[src/rtl/pixel_row_pkg.sv]
// Shared state encoding, default row width and index-width helper for the pixel row readout.
package pixel_row_pkg;

    localparam int PIXEL_ARRAY_WIDTH = 4;

    typedef enum logic [2:0] {
        ST_IDLE    = 3'd0,
        ST_ERASE   = 3'd1,
        ST_EXPOSE  = 3'd2,
        ST_CONVERT = 3'd3,
        ST_READOUT = 3'd4
    } row_state_e;

    // Width needed to index n items; never narrower than one bit.
    function automatic int idx_width(input int n);
        return (n <= 1) ? 1 : $clog2(n);
    endfunction

endpackage

[src/rtl/pixel_column_adc.sv]
// One pixel column: saturating exposure accumulator plus single-slope ramp-match latch.
module pixel_column_adc
    import pixel_row_pkg::*;
#(
    parameter int BIT_DEPTH   = 8,
    parameter int LIGHT_WIDTH = 4
) (
    input  logic                   clk,
    input  logic                   reset,
    input  logic                   clear,
    input  logic                   accumulate,
    input  logic [LIGHT_WIDTH-1:0] light,
    input  logic [BIT_DEPTH-1:0]   ramp,
    input  logic                   convert,
    output logic [BIT_DEPTH-1:0]   value
);

    // One spare bit above the wider operand so the sum can never wrap before the clamp.
    localparam int SUM_W = ((BIT_DEPTH > LIGHT_WIDTH) ? BIT_DEPTH : LIGHT_WIDTH) + 1;
    localparam logic [SUM_W-1:0] SAT = SUM_W'({BIT_DEPTH{1'b1}});

    logic [BIT_DEPTH-1:0] acc_q, acc_d;
    logic [BIT_DEPTH-1:0] value_q, value_d;
    logic [SUM_W-1:0]     sum;

    // NOTE: every always_comb output gets a default first, otherwise a latch is inferred.
    always_comb begin
        acc_d   = acc_q;
        value_d = value_q;
        sum     = SUM_W'(acc_q) + SUM_W'(light);
        if (clear) begin
            acc_d   = '0;
            value_d = '0;
        end else if (accumulate) begin
            acc_d = (sum > SAT) ? BIT_DEPTH'(SAT) : BIT_DEPTH'(sum);
        end else if (convert && (ramp == acc_q)) begin
            value_d = ramp;
        end
    end

    // NOTE: state registers use non-blocking assignments so every flop samples pre-edge values.
    always_ff @(posedge clk) begin
        if (!reset) begin
            acc_q   <= '0;
            value_q <= '0;
        end else begin
            acc_q   <= acc_d;
            value_q <= value_d;
        end
    end

    assign value = value_q;

endmodule

[src/rtl/pixel_row_readout.sv]
// Pixel row sequencer (erase/expose/convert) with valid/ready column readout.
// Optional test pattern readout enabled by defining PIXEL_ROW_TEST_PATTERN_EN.
module pixel_row_readout
    import pixel_row_pkg::*;
#(
    parameter int ROW_WIDTH    = PIXEL_ARRAY_WIDTH,
    parameter int BIT_DEPTH    = 8,
    parameter int LIGHT_WIDTH  = 4,
    parameter int EXPOSE_WIDTH = 8,
    parameter int ERASE_CYCLES = 4
) (
    input  logic                             clk,
    input  logic                             reset,
    input  logic                             start,
    input  logic [EXPOSE_WIDTH-1:0]          expose_cycles,
    input  logic [ROW_WIDTH*LIGHT_WIDTH-1:0] light_in,
`ifdef PIXEL_ROW_TEST_PATTERN_EN
    input  logic                             test_mode,
`endif
    output logic                             busy,
    output logic                             erase,
    output logic                             expose,
    output logic                             out_valid,
    input  logic                             out_ready,
    output logic [BIT_DEPTH-1:0]             out_data,
    output logic [idx_width(ROW_WIDTH)-1:0]  out_col,
    output logic                             out_last
);

    localparam int COL_W = idx_width(ROW_WIDTH);
    localparam int ERS_W = idx_width(ERASE_CYCLES);
    localparam logic [COL_W-1:0]     COL_LAST   = COL_W'(ROW_WIDTH - 1);
    localparam logic [ERS_W-1:0]     ERASE_LAST = ERS_W'(ERASE_CYCLES - 1);
    localparam logic [BIT_DEPTH-1:0] RAMP_LAST  = {BIT_DEPTH{1'b1}};

    row_state_e              state_q, state_d;
    logic [ERS_W-1:0]        erase_cnt_q, erase_cnt_d;
    logic [EXPOSE_WIDTH-1:0] expose_len_q, expose_len_d;
    logic [EXPOSE_WIDTH-1:0] expose_cnt_q, expose_cnt_d;
    logic [BIT_DEPTH-1:0]    ramp_q, ramp_d;
    logic [COL_W-1:0]        col_q, col_d;
    logic                    pattern_sel;

    logic                    col_clear;
    logic                    col_accumulate;
    logic                    col_convert;
    logic [BIT_DEPTH-1:0]    col_value [ROW_WIDTH];

`ifdef PIXEL_ROW_TEST_PATTERN_EN
    logic test_q, test_d;

    always_ff @(posedge clk) begin
        if (!reset) begin
            test_q <= 1'b0;
        end else begin
            test_q <= test_d;
        end
    end

    always_comb begin
        test_d = test_q;
        if ((state_q == ST_IDLE) && start) begin
            test_d = test_mode;
        end
    end

    assign pattern_sel = test_q;
`else
    assign pattern_sel = 1'b0;
`endif

    always_comb begin
        state_d        = state_q;
        erase_cnt_d    = erase_cnt_q;
        expose_len_d   = expose_len_q;
        expose_cnt_d   = expose_cnt_q;
        ramp_d         = ramp_q;
        col_d          = col_q;
        col_clear      = 1'b0;
        col_accumulate = 1'b0;
        col_convert    = 1'b0;

        case (state_q)
            ST_IDLE: begin
                if (start) begin
                    state_d      = ST_ERASE;
                    expose_len_d = expose_cycles;
                    erase_cnt_d  = '0;
                end
            end
            ST_ERASE: begin
                col_clear = 1'b1;
                if (erase_cnt_q == ERASE_LAST) begin
                    expose_cnt_d = '0;
                    ramp_d       = '0;
                    state_d      = (expose_len_q == '0) ? ST_CONVERT : ST_EXPOSE;
                end else begin
                    erase_cnt_d = erase_cnt_q + 1'b1;
                end
            end
            ST_EXPOSE: begin
                col_accumulate = 1'b1;
                if (expose_cnt_q == expose_len_q - EXPOSE_WIDTH'(1)) begin
                    state_d = ST_CONVERT;
                end else begin
                    expose_cnt_d = expose_cnt_q + 1'b1;
                end
            end
            ST_CONVERT: begin
                col_convert = 1'b1;
                ramp_d      = ramp_q + 1'b1;
                if (ramp_q == RAMP_LAST) begin
                    state_d = ST_READOUT;
                    col_d   = '0;
                end
            end
            ST_READOUT: begin
                if (out_ready) begin
                    if (col_q == COL_LAST) begin
                        state_d = ST_IDLE;
                        col_d   = '0;
                    end else begin
                        col_d = col_q + 1'b1;
                    end
                end
            end
            default: state_d = ST_IDLE;
        endcase
    end

    always_ff @(posedge clk) begin
        if (!reset) begin
            state_q      <= ST_IDLE;
            erase_cnt_q  <= '0;
            expose_len_q <= '0;
            expose_cnt_q <= '0;
            ramp_q       <= '0;
            col_q        <= '0;
        end else begin
            state_q      <= state_d;
            erase_cnt_q  <= erase_cnt_d;
            expose_len_q <= expose_len_d;
            expose_cnt_q <= expose_cnt_d;
            ramp_q       <= ramp_d;
            col_q        <= col_d;
        end
    end

    // NOTE: the per-column value registers are reset too, so out_data is 0 after reset rather than stale.
    for (genvar gi = 0; gi < ROW_WIDTH; gi++) begin : g_col
        pixel_column_adc #(
            .BIT_DEPTH   (BIT_DEPTH),
            .LIGHT_WIDTH (LIGHT_WIDTH)
        ) u_col (
            .clk        (clk),
            .reset      (reset),
            .clear      (col_clear),
            .accumulate (col_accumulate),
            .light      (light_in[gi*LIGHT_WIDTH +: LIGHT_WIDTH]),
            .ramp       (ramp_q),
            .convert    (col_convert),
            .value      (col_value[gi])
        );
    end

    assign busy      = (state_q != ST_IDLE);
    assign erase     = (state_q == ST_ERASE);
    assign expose    = (state_q == ST_EXPOSE);
    assign out_valid = (state_q == ST_READOUT);
    assign out_col   = col_q;
    assign out_last  = out_valid && (col_q == COL_LAST);
    assign out_data  = !out_valid ? '0 :
                       pattern_sel ? BIT_DEPTH'(col_q) : col_value[col_q];

endmodule

[config.mk]
export PLATFORM = sky130hd
export DESIGN_NAME = pixel_row_readout
export DESIGN_NICKNAME = d
export VERILOG_FILES = /design/src/rtl/pixel_row_pkg.sv /design/src/rtl/pixel_column_adc.sv /design/src/rtl/pixel_row_readout.sv
export SDC_FILE = /design/constraint.sdc
export NUM_CORES = 1
export LEC_CHECK = 0
export CORE_ASPECT_RATIO = 0.5
export CORE_MARGIN = 4
export CORE_UTILIZATION = 55
export CTS_CLUSTER_SIZE = 20
export DETAILED_ROUTE_END_ITERATION = 12
export GPL_ROUTABILITY_DRIVEN = 0
export MAX_ROUTING_LAYER = met4
export PLACE_DENSITY = 0.76
export SLEW_MARGIN = 10
export SYNTH_ARGS = -nofsm -noshare
export SYNTH_HDL_FRONTEND = slang
export SYNTH_SLANG_ARGS = --single-unit
[constraint.sdc]
create_clock -name clk -period 2.5 [get_ports clk]
set_input_delay 0.5 -clock clk [delete_from_list [all_inputs] [get_ports clk]]
set_output_delay 0.5 -clock clk [all_outputs]
set_load 0.05 [all_outputs]
# After elaboration in Yosys (flattened, before gate mapping)
# Cells that the tools add are included.
# Widths: inputs -> output; s select.
dict set report totals {
  regBits 95
  inputBits 28
  out_inout_bits 15
  word_cells 104
}
dict set report classes {
  add_sub_neg 9
  order_cmp 5
  n_eq_ne 20
  muxes 30
  bitwise_logic 3
  n_reduce_logical 23
}
# op n
set ops {}
lappend ops {{$mux 8} 9}
lappend ops {{$eq 8x8->1} 5}
lappend ops {{$add 8x4->9} 4}
lappend ops {{$gt 9x8->1 const B} 4}
lappend ops {{$pmux 8 s2} 2}
lappend ops {{$mux 3} 6}
lappend ops {{$add 8x1->8 const B} 2}
lappend ops {{$bmux 8 s2} 1}
lappend ops {{$pmux 3 s5} 1}
lappend ops {{$reduce_and 2->1} 6}
lappend ops {{$mux 2} 5}
lappend ops {{$reduce_and 3->1} 3}
lappend ops {{$eq 8x8->1 const B} 1}
lappend ops {{$logic_not 8->1} 1}
lappend ops {{$ne 2x1->1 const B} 4}
lappend ops {{$ne 2x2->1 const B} 4}
lappend ops {{$pmux 2 s2} 2}
lappend ops {{$reduce_bool 2->1} 4}
lappend ops {{$sub 8x1->8 const B} 1}
lappend ops {{$eq 3x2->1 const B} 2}
lappend ops {{$reduce_and 6->1} 1}
lappend ops {{$logic_and 1x1->1} 5}
lappend ops {{$add 2x1->2 const B} 2}
lappend ops {{$eq 2x2->1 const B} 2}
lappend ops {{9 further kinds} 13}

# Depth between registers and ports, before layout
dict set report depth {
  depth_word 5
  mapped_depth 11
  ltp_nobuf 9
}

# Hierarchy
# From an unflattened synthesis, not the netlist that was laid out.
dict set report unflattened {
  hier_cells 659
  area_unflattened_um2 5954.5
}
# module instances cells_each area_each_um2 seq_area_each_um2
set modules_own_cells {}
lappend modules_own_cells {pixel_column_adc 4 101 958.4 320.3}
lappend modules_own_cells {pixel_row_readout 1 255 2120.8 620.6}

# Worst setup path after synthesis
# OpenSTA, ideal clock, no wires.
dict set report synth_timing {
  kind {reg-to-output}
  from {register col_q[1] (netlist: out_col[1])}
  to {output out_data[0]}
  arrival_time_ns 1.974
  t_required_ns 2.000
  setup_slack_ns 0.026
  path_stages_with_launch 4
  path_buffers 1
  cell_sequence {dfxtp_1 > clkbuf_1 > mux4_2 > and3_1}
}
dict set report synth_via {
  elab_chain_len 5
}
# item line
set synth_lines {}
lappend synth_lines {{start: declaration} pixel_row_readout.sv:41} ;# logic [COL_W-1:0] col_q, col_d;
lappend synth_lines {{start signal: assignment} pixel_row_readout.sv:145} ;# col_q <= col_d;
lappend synth_lines {{$not 2->3 (not written as such)} pixel_row_readout.sv:173} ;# pattern_sel ? BIT_DEPTH'(col_q) : col_value[col_q];
lappend synth_lines {{$bmux 8 s2} pixel_row_readout.sv:173}
lappend synth_lines {{$mux 8 (not written as such) (2 in a row)} pixel_row_readout.sv:173}
lappend synth_lines {{$mux 8} pixel_row_readout.sv:172} ;# assign out_data = !out_valid ? '0 :
lappend synth_lines {{end: declaration} pixel_row_readout.sv:25} ;# output logic [BIT_DEPTH-1:0] out_data,
# No other way between the ends. The select of a mux whose other input is x is not followed.

# Final worst setup path
dict set report layout_timing {
  from {register col_q[0] (netlist: out_col[0])}
  to {output out_data[5]}
}
# The elaborated chain is that of the path after synthesis.

==> reports/metrics.csv <==
metric,value,unit
result_of_the_run,completed,
dpl-instance-area,5920,um2
nets,700,
power.share.sequential,48.8,%
post_synth.cell_area_avg,8.83,um2
grt_first_pass_wirelength,20600,um
die_height,77.2,um
drt-wirelength-per-cell,15.5,um
areaGrowthSynthToFinish,17.5,%
tightestPinTransition,0.513,ns
synth.ff_latch_count,95,
antenna_found_initial,0,
fillerInstances,748,
synth.distinct_cells,49,
post_cts_resize_count,0,
firstDrtPassIters,7,
power-per-cell-area,514,nW/um2
final-hold-violation-count,0,
post-route-cell-area,6190,um2
number_of_instances_in_the_synthesized_netlist,597,
post_route_cells_drive_above_1_share,11.3,%
sequential_cell_area,1900,um2
post_drt_via_cell_ratio,5.68,
route.met2.wl,5400,um
post-route-period-util,94.4,%
drt.antenna.violating_nets,0,
final.setup_skew,0.00650,ns
top_signal_layer_used,met4,
synth-warning-count,0,
criticalPathCategory,reg2out,
worst_setup_hold_path_clk_slew,0.07,ns
die_width,146,um
timing.reg2reg.worst_path_depth,9,
worst_hold_check_path_type,reg2reg,
critical_path_peak_fanout,7,
power.combinational.fraction,10.9,%
yosys-top-cells-area,"dfxtp_1 (36%), xnor2_1 (8.0%), mux2i_1 (6.8%)",
worstSkewPairLatency,0.34,ns
dieArea,11300,um2
holdBufCountCts,0,
port-buffer-count,42,
dr.first_iter.drc_count,246,
area_taken_by_multi_input_logic_gates,3220,um2
cell_area_after_synthesis,5270,um2
layout.core_utilization,68.8,%
seq_area_frac_synth,36.1,%
synth_top_cell_area_share,36.1,%
insertedDiodeCount,0,
overflow,0,
fmaxAchievable,0.424,GHz
slew_violations,0,
yosys_most_used_dff,dfxtp_1,
routed_wirelength,11900,um
maxCapViolCount,0,
first_global_vias,4220,
timing.max_slew.rel_slack,65.4,%
gr-usage-all-layers,22.6,%
worst_hold_path_depth,2,
worstPathRequired,2.00,ns
share_of_synthesized_registers_carrying_an_async_set_or_reset,0,%
cts_tree,built,
min_period,2.36,ns
post-cts-setup-buffers,0,
clk_root_buffer_cell,clkbuf_16,
numCtsBuffers,9,
syn-num-nets,650,
netSwitchingFraction,25.9,%
maximum_number_of_pins_on_one_net_before_global_route_repair,65,
cts.sink_count,95,
placement_rows,24,
vias,4365,
initial_core_utilization,58.5,%
power.ir.vdd_worst,0.000332,V
synth-edff-count,0,
drc_errors,0,
io-pin-count,43,
net-switching-power,0.824,mW
cellLeakagePower,2.34,nW
floorplan.core_area,9010,um2
p_int,2.36,mW
cts.htree.levels,3,
clockPowerShare,40.3,%
max-clock-path-buffers,2,
crit_arrival,1.86,ns
end_kind,output pin,
routed-wl-met3,643,um
startpoint_type,flop,
dpl.hpwl,8510,um
finalSetupViolCount,0,
met1_length,5760,um
synth_top_cell_by_area,dfxtp_1,
grt_setup_unrepaired,false,
## through the flow
step | setup slack, ns | TNS (ns) | cells | hold WS [ns] | total power, mW
after floorplan | 0.0262 | 0 | 597 | 0.455 | 1.81
after global placement | 0.0151 | 0 | 753 | 0.467 | 1.93
after detailed placement | -0.0596 | -0.528 | 753 | 0.478 | 1.93
after CTS | 0.116 | 0 | 769 | 0.499 | 3.20
after global routing | 0.0637 | 0 | 769 | 0.522 | 3.30
final | 0.141 | 0 | 769 | 0.491 | 3.19
## cells in the final DEF, fill, tap and decap left out, types with 2 or more instances in the layout
master and instances:
nand2_1 57, buf_4 37, nand4_1 12, a22oi_1 3
a21oi_1 36, and2_1 9, nand2b_1 7, clkbuf_16 9
clkdlybuf4s50_1 30, a211oi_1 5, o21bai_1 3, o211a_1 3
o21a_1 4, a21o_1 9, clkinvlp_4 3, and3_1 15
o211ai_1 2, or3_1 3, mux4_2 8, or4_1 2
nor3_2 4, xor2_1 7, ha_1 21, a21boi_0 10
nor2b_1 16, xnor2_1 48, mux2i_1 36, nor4b_1 3
nor2_1 58, dfxtp_1 95, buf_12 2, nor3_1 9
fa_1 4, inv_1 9, nand3_1 15, nor4_1 3
o21ai_0 25, a31oi_1 13
## per-layer routing
metal  vias up  track usage [%]
met4         0             5.44
met3         9             4.42
li1       2213                -
met1      2033             30.2
met5         -                -
met2       110             35.6
## cells by family (layout without fill, tap and decap cells)
kind of cell / count (synthesis) / in the layout / share of synthesized area (%)
compound gates: 120 / 120 / 14.4
fa+ha+maj: 25 / 25 / 6.50
buf+inv: 40 / 95 / 2.94
simple gates: 218 / 218 / 20.7
xor+xnor: 55 / 55 / 9.14
flops: 95 / 95 / 36.1
mux: 44 / 44 / 10.3
## cells in the mapped netlist, types with 2 or more instances
cell and instances:
o21a_1 4, inv_1 9, nor3_2 4, o211ai_1 2
nand2b_1 7, mux4_2 8, a21boi_0 10, nand4_1 12
a21oi_1 36, o21ai_0 25, nor4_1 3, a31oi_1 13
ha_1 21, buf_2 3, mux2i_1 36, a211oi_1 5
xnor2_1 48, or3_1 3, o21bai_1 3, nand3_1 15
a22oi_1 3, nand2_1 58, a21o_1 9, fa_1 4
nor2_1 58, buf_1 5, xor2_1 7, nor2b_1 16
and2_1 9, dfxtp_1 95, and3_1 15, nor4b_1 3
or4_1 2, clkbuf_1 21, nor3_1 9, o211a_1 3
## flip-flops by register name, indices dropped and copies added (netlist names)
register / count
g_col.u_col.value: 32
expose_len_q: 8
out_col: 2
erase_cnt_q: 2
expose_cnt_q: 8
g_col.u_col.acc_q: 32
state_q: 3
ramp_q: 8
## worst paths after layout
| path | from | to | slack, ns |
|---|---|---|---|
| worst min-delay path | g_col[2].u_col.value[4]$_SDFFE_PP0P_ | g_col[2].u_col.value[4]$_SDFFE_PP0P_ | 0.49 |
| worst max-delay path | out_col[0]$_SDFFE_PN0P_ | out_data[5] | 0.14 |
| worst max register to register | expose_len_q[1]$_SDFFE_PN0P_ | expose_cnt_q[2]$_SDFFE_PN0P_ | 0.28 |
| worst min register to register | g_col[2].u_col.value[4]$_SDFFE_PP0P_ | g_col[2].u_col.value[4]$_SDFFE_PP0P_ | 0.49 |
## area by class of cell
| class | count | area share, % |
|---|---|---|
| flip-flops and latches | 95 | 30.7 |
| inverters | 10 | 0.606 |
| clock inverters | 6 | 0.727 |
| well taps | 117 | 2.36 |
| multi-input cells | 462 | 51.9 |
| clock buffers | 10 | 3.70 |
| repair buffers | 69 | 9.98 |
## power groups by stage
stage | sequential [mW] | combinational [mW] | clock (mW)
2_1_floorplan | 1.58 | 0.225 | 0
3_3_place_gp | 1.59 | 0.340 | 0
3_5_place_dp | 1.59 | 0.343 | 0
4_1_cts | 1.55 | 0.346 | 1.30
5_1_grt | 1.56 | 0.380 | 1.36
6_report | 1.56 | 0.347 | 1.28
## worst max-delay path: stages (launching register included)
cell	delay [ns]
dfxtp_1	0.58
mux4_2	0.56
and3_1	0.19
buf_4	0.18
Power figures use the tool's default switching activity.
